`src/rtl/npc_ctrl_fsm.sv`:
```
// npc_ctrl_fsm: multi-cycle fetch/decode/exec/mem/wb sequencer; 4 cycles per ALU op, 5 per memory op at zero wait.
// Waits on if_ack/mem_ack with a watchdog (TIMEOUT, 0 = off); optional perf counters under NPC_PERF_CNT_EN.
module npc_ctrl_fsm #(
    parameter int CNT_WIDTH = 64,
    parameter int TIMEOUT   = 255
) (
    input  logic                 clk,
    input  logic                 rst,
    input  logic                 start,
    input  logic                 if_ack,
    input  logic                 is_ebreak,
    input  logic                 is_illegal,
    input  logic                 is_mem,
    input  logic                 d_regW,
    input  logic                 mem_ack,
    output logic                 if_req,
    output logic                 inst_we,
    output logic                 mem_req,
    output logic                 w_regW,
    output logic                 pc_we,
    output logic                 halt,
    output logic                 err,
    output logic [2:0]           state_o,
    output logic [CNT_WIDTH-1:0] cycle_cnt,
    output logic [CNT_WIDTH-1:0] instret_cnt
);

    typedef enum logic [2:0] {
        S_IDLE   = 3'd0,
        S_FETCH  = 3'd1,
        S_DECODE = 3'd2,
        S_EXEC   = 3'd3,
        S_MEM    = 3'd4,
        S_WB     = 3'd5,
        S_HALT   = 3'd6,
        S_ERR    = 3'd7
    } state_t;

    // A zero TIMEOUT would give a zero-width watchdog; keep one idle bit instead.
    localparam int WD_W = (TIMEOUT > 0) ? $clog2(TIMEOUT + 1) : 1;
    localparam logic [WD_W:0] TO_LIM = (WD_W + 1)'(TIMEOUT);

    state_t          state_q, state_d;
    logic [WD_W-1:0] wd_q, wd_d;
    logic [WD_W:0]   wd_inc;
    logic            wd_hit;

    assign wd_inc = {1'b0, wd_q} + (WD_W + 1)'(1);
    assign wd_hit = (TIMEOUT != 0) && (wd_inc == TO_LIM);

    always_ff @(posedge clk) begin
        if (rst) begin
            state_q <= S_IDLE;
            wd_q    <= '0;
        end else begin
            state_q <= state_d;
            wd_q    <= wd_d;
        end
    end

    always_comb begin
        state_d = state_q;
        wd_d    = wd_q;
        if_req  = 1'b0;
        inst_we = 1'b0;
        mem_req = 1'b0;
        w_regW  = 1'b0;
        pc_we   = 1'b0;
        halt    = 1'b0;
        err     = 1'b0;
        case (state_q)
            S_IDLE:   if (start) state_d = S_FETCH;
            S_FETCH: begin
                if_req  = 1'b1;
                inst_we = if_ack;
                if (if_ack)                state_d = S_DECODE;
                else if (wd_hit)           state_d = S_ERR;
                else if (TIMEOUT != 0)     wd_d    = wd_inc[WD_W-1:0];
            end
            S_DECODE: begin
                if (is_illegal)            state_d = S_ERR;
                else if (is_ebreak)        state_d = S_HALT;
                else                       state_d = S_EXEC;
            end
            S_EXEC:   state_d = is_mem ? S_MEM : S_WB;
            S_MEM: begin
                mem_req = 1'b1;
                if (mem_ack)               state_d = S_WB;
                else if (wd_hit)           state_d = S_ERR;
                else if (TIMEOUT != 0)     wd_d    = wd_inc[WD_W-1:0];
            end
            S_WB: begin
                w_regW  = d_regW;
                pc_we   = 1'b1;
                state_d = S_FETCH;
            end
            S_HALT:   halt = 1'b1;
            S_ERR:    err  = 1'b1;
            default:  state_d = S_IDLE;
        endcase
        // Every wait window starts its watchdog from zero.
        if (state_d != state_q) wd_d = '0;
    end

    assign state_o = state_q;

`ifdef NPC_PERF_CNT_EN
    logic [CNT_WIDTH-1:0] cyc_q, ir_q;
    logic                 active, retire;

    always_comb begin
        active = (state_q != S_IDLE) && (state_q != S_HALT) && (state_q != S_ERR);
        // ebreak counts as retired when it lands in HALT.
        retire = (state_q == S_WB) || ((state_q == S_DECODE) && (state_d == S_HALT));
    end

    always_ff @(posedge clk) begin
        if (rst) begin
            cyc_q <= '0;
            ir_q  <= '0;
        end else begin
            if (active) cyc_q <= cyc_q + CNT_WIDTH'(1);
            if (retire) ir_q  <= ir_q + CNT_WIDTH'(1);
        end
    end

    assign cycle_cnt   = cyc_q;
    assign instret_cnt = ir_q;
`else
    assign cycle_cnt   = '0;
    assign instret_cnt = '0;
`endif

endmodule

```
`config.mk`:
```
export PLATFORM = sky130hd
export DESIGN_NAME = npc_ctrl_fsm
export DESIGN_NICKNAME = d
export VERILOG_FILES = /design/src/rtl/npc_ctrl_fsm.sv
export SDC_FILE = /design/constraint.sdc
export NUM_CORES = 1
export LEC_CHECK = 0
export ABC_AREA = 1
export CORE_ASPECT_RATIO = 1.5
export CORE_UTILIZATION = 30
export CTS_CLUSTER_SIZE = 40
export DETAILED_ROUTE_END_ITERATION = 8
export HOLD_SLACK_MARGIN = 0.02
export PLACE_DENSITY = 0.83
export RECOVER_POWER = 50
export SLEW_MARGIN = 10
export SYNTH_ARGS = -nofsm -noshare
export SYNTH_HDL_FRONTEND = slang
export SYNTH_SLANG_ARGS = --single-unit
```
`constraint.sdc`:
```
create_clock -name clk -period 3.5 [get_ports clk]
set_input_delay 0.7 -clock clk [delete_from_list [all_inputs] [get_ports clk]]
set_output_delay 0.7 -clock clk [all_outputs]
set_load 0.01 [all_outputs]
```
==> results.sh <==
export IMPL_required_worst_endpoint_ns=2.80
export IMPL_hp_class="reg -> reg"
export IMPL_grt_usage_pct=8.07
export IMPL_wirelength_mm=2.64
export IMPL_effective_utilization_at_floorplan_pct=31.1
export IMPL_ctsHtreeMaxLevel=1
export IMPL_timing_max_cap_violations=0
export IMPL_design_area_um2=1700
export IMPL_core_rowCount=35
export IMPL_root_buffer="sky130_fd_sc_hd__clkbuf_8"
export IMPL_status="completed"
export IMPL_drt_antenna_violating_nets=0
export IMPL_grt_antenna_before_repair=0
export IMPL_grt_busiest_layer="met2"
export IMPL_post_synth_num_cell_types=31
export IMPL_setup_viol_count_final=0
export IMPL_postSynthAreaPerCell_um2=7.04
export IMPL_clkTransAtPathRegs_ns=0.05
export IMPL_ys_warn_count=0
export IMPL_cts_sinks=11
export IMPL_most_used_cell_along_the_critical_path="sky130_fd_sc_hd__clkdlybuf4s50_1"
export IMPL_timing_final_crit_period_ns=2.65
export IMPL_grt_remaining_overflow=0
export IMPL_clock_latency_ns=0.25
export IMPL_ys_seq_elements=11
export IMPL_final_period_utilization_pct=75.6
export IMPL_dpl_instance_area_um2=1670
export IMPL_routabilityCongestion=0.780
export IMPL_drt_drc_violations_left=0
export IMPL_cts_buffer_depth=2
export IMPL_place_inst=360
export IMPL_die_span_in_x_um=67.1
export IMPL_timing_final_hold_violations=0
export IMPL_cp_capture_type="primary output"
export IMPL_tritoncts="built"
export IMPL_cell_breakdown_of_the_critical_path="clkdlybuf4s50_1 -> inv_1 -> nor2_1 -> clkdlybuf4s50_1"
export IMPL_grt_use_met3_pct=1.26
export IMPL_syn_cell_area_um2=1910
export IMPL_synth_yosys_seq_area_share_pct=11.5
export IMPL_final_cell_count_no_fill=364
export IMPL_routing_usage_on_met1_pct=5.73
export IMPL_setup_tns_final_ns=0
export IMPL_drt_wirelength_per_cell_um=7.25
export IMPL_final_max_slew_violation_count=0
export IMPL_fp_coreArea_um2=6130
export IMPL_startpoint_type="input port"
export IMPL_viasPerCell=3.57
export IMPL_postCtsHoldBufs=0
export IMPL_reg_to_reg_startpoint="wd_q[1]"
export IMPL_final_core_utilization_pct=27.7
export IMPL_number_of_global_route_vias_before_repair=1048
export IMPL_grt_util_met2_pct=16.2
export IMPL_grt_start_max_net_pins=15
export IMPL_worst_hold_startpoint="wd_q[7]"
export IMPL_post_cts_resize_count=0
export IMPL_power_per_cell_area_nw_per_um2=299
export IMPL_grt_pass1_wl_mm=4.06
export IMPL_router_iterations_before_antenna_repair=4
export IMPL_crit_start="if_ack"
export IMPL_syn_inst=271
export IMPL_final_nets=302
export IMPL_timing_critical_path_slowest_stage_cell="sky130_fd_sc_hd__clkdlybuf4s50_1"
export IMPL_worstSetupPathType="in -> out"
export IMPL_floorplan_die_height_um=99.7
export IMPL_buffer_ports_inserted=18
export IMPL_detailedRoute_firstIterationViolations=12
export IMPL_timing_critical_path_slowest_cell_delay_ns=0.56
export IMPL_path_max_fanout=2
export IMPL_floorplan_die_area_um2=6690
export IMPL_worst_hold_slack_ns=0.565
export IMPL_fin_worst_skew_ns=0.000866
export IMPL_arrival_time_at_the_worst_endpoint_ns=1.95
export IMPL_cts_setup_buffers=0
export IMPL_dr_total_vias=1300
export IMPL_layout_area_overhead_vs_synth_pct=-11.1
export IMPL_filler_cell_count=687
export IMPL_numCtsBuffers=3
export IMPL_drive_gt1_share_pct=11.4
export IMPL_post_dp_hpwl_mm=2.21
export IMPL_ir_worst_vdd_mv=0.210
export IMPL_fmaxAchievable_mhz=378
export IMPL_cellLeakagePower_nw=0.896
export IMPL_rsz0062_at_grt="no"
export IMPL_insertedDiodeCount=0
export IMPL_boundaryPins=147
area by class of cell:
| class | instances | area (um^2) | share of cell area, % |
|---|---|---|---|
| clock buffers | 4 | 45.0 | 2.65 |
| multi-input cells | 228 | 1050 | 61.7 |
| repair buffers | 18 | 180 | 10.6 |
| inverters | 29 | 111 | 6.56 |
| flip-flops and latches | 11 | 220 | 13.0 |
| well taps | 74 | 92.6 | 5.46 |
routing by layer:
layer  vias to the layer above  wire, um
met5                         -         0
met1                       561       815
met2                       120      1460
met3                         5       283
li1                        614         -
met4                         0        81
through the flow:
step / setup slack (ns) / total power [W]
6_report: 0.854 / 0.000507
5_1_grt: 0.776 / 0.000540
4_1_cts: 0.860 / 0.000509
3_5_place_dp: 0.855 / 0.000379
3_3_place_gp: 0.878 / 0.000373
2_1_floorplan: 1.55 / 0.000439
layout by cell type (no fill, tap or decap):
cell,netlist,final
sky130_fd_sc_hd__nand3_1,11,11
sky130_fd_sc_hd__and2_1,1,1
sky130_fd_sc_hd__ha_1,2,2
sky130_fd_sc_hd__clkdlybuf4s50_1,0,16
sky130_fd_sc_hd__dfxtp_1,11,11
sky130_fd_sc_hd__a21oi_1,5,5
sky130_fd_sc_hd__a31oi_1,1,1
sky130_fd_sc_hd__conb_1,1,128
sky130_fd_sc_hd__o21ai_2,3,3
sky130_fd_sc_hd__o21ai_1,3,3
sky130_fd_sc_hd__o21bai_1,1,1
sky130_fd_sc_hd__nand3_2,3,3
sky130_fd_sc_hd__inv_4,1,1
sky130_fd_sc_hd__clkbuf_1,0,1
sky130_fd_sc_hd__nand2_4,3,3
sky130_fd_sc_hd__o21ai_0,2,2
sky130_fd_sc_hd__nand2_2,6,5
sky130_fd_sc_hd__nor3b_1,1,1
sky130_fd_sc_hd__clkbuf_8,0,3
sky130_fd_sc_hd__nand4_1,1,1
sky130_fd_sc_hd__inv_1,21,21
sky130_fd_sc_hd__dlygate4sd3_1,0,2
sky130_fd_sc_hd__nor4_1,1,1
sky130_fd_sc_hd__inv_2,6,6
sky130_fd_sc_hd__xor2_1,1,1
sky130_fd_sc_hd__nor2_2,2,2
sky130_fd_sc_hd__clkinv_1,1,1
sky130_fd_sc_hd__nor2_1,10,11
sky130_fd_sc_hd__nand2_1,30,31
sky130_fd_sc_hd__nor3_2,8,6
sky130_fd_sc_hd__nor3_1,3,5
sky130_fd_sc_hd__nor2_4,2,1
worst max-delay path, delay by kind of cell:
family / cells / cell delay (ns)
simple gates: 1 / 0.14
buf+inv: 3 / 1.10
state kept, by name, indices dropped and copies added (netlist names):
signal / flops
wd_q: 8
state_o: 3
logic make-up after synthesis:
kind of cell	share of synthesized area, %
buffers and inverters	57.5
DFF	11.5
and+or+nand+nor	24.3
adders and majority gates	1.31
AOI/OAI and AO/OA	4.72
other	0.197
xor gates and xnor gates	0.459
where the power goes:
part | switching [W] | total (W) | leakage (nW) | internal, W
Clock | 0.0000534 | 0.000134 | 0.0228 | 0.0000805
Combinational | 0.000162 | 0.000222 | 0.784 | 0.0000600
Sequential | 0.0000181 | 0.000151 | 0.0890 | 0.000133
Total | 0.000233 | 0.000507 | 0.896 | 0.000274
cell usage after synthesis (all sizes together):
cell type / instances / area [um^2]
a21oi: 5 / 25.0
a31oi: 1 / 6.26
and2: 1 / 6.26
buf: 130 / 986
clkinv: 1 / 3.75
conb: 1 / 3.75
dfxtp: 11 / 220
ha: 2 / 25.0
inv: 28 / 108
nand2: 39 / 184
nand3: 14 / 85.1
nand4: 1 / 6.26
nor2: 14 / 72.6
nor3: 11 / 95.1
nor3b: 1 / 7.51
nor4: 1 / 6.26
o21ai: 8 / 51.3
o21bai: 1 / 7.51
xor2: 1 / 8.76
worst paths after layout:
kind / end / slack [ns] / cells after the start
max: inst_we / 0.85 / 4
max reg2reg: wd_q[0] / 1.36 / 15
min reg2reg: wd_q[7] / 0.56 / 4
min: wd_q[7] / 0.56 / 4
Note: power is estimated with default switching activity, not from simulation.
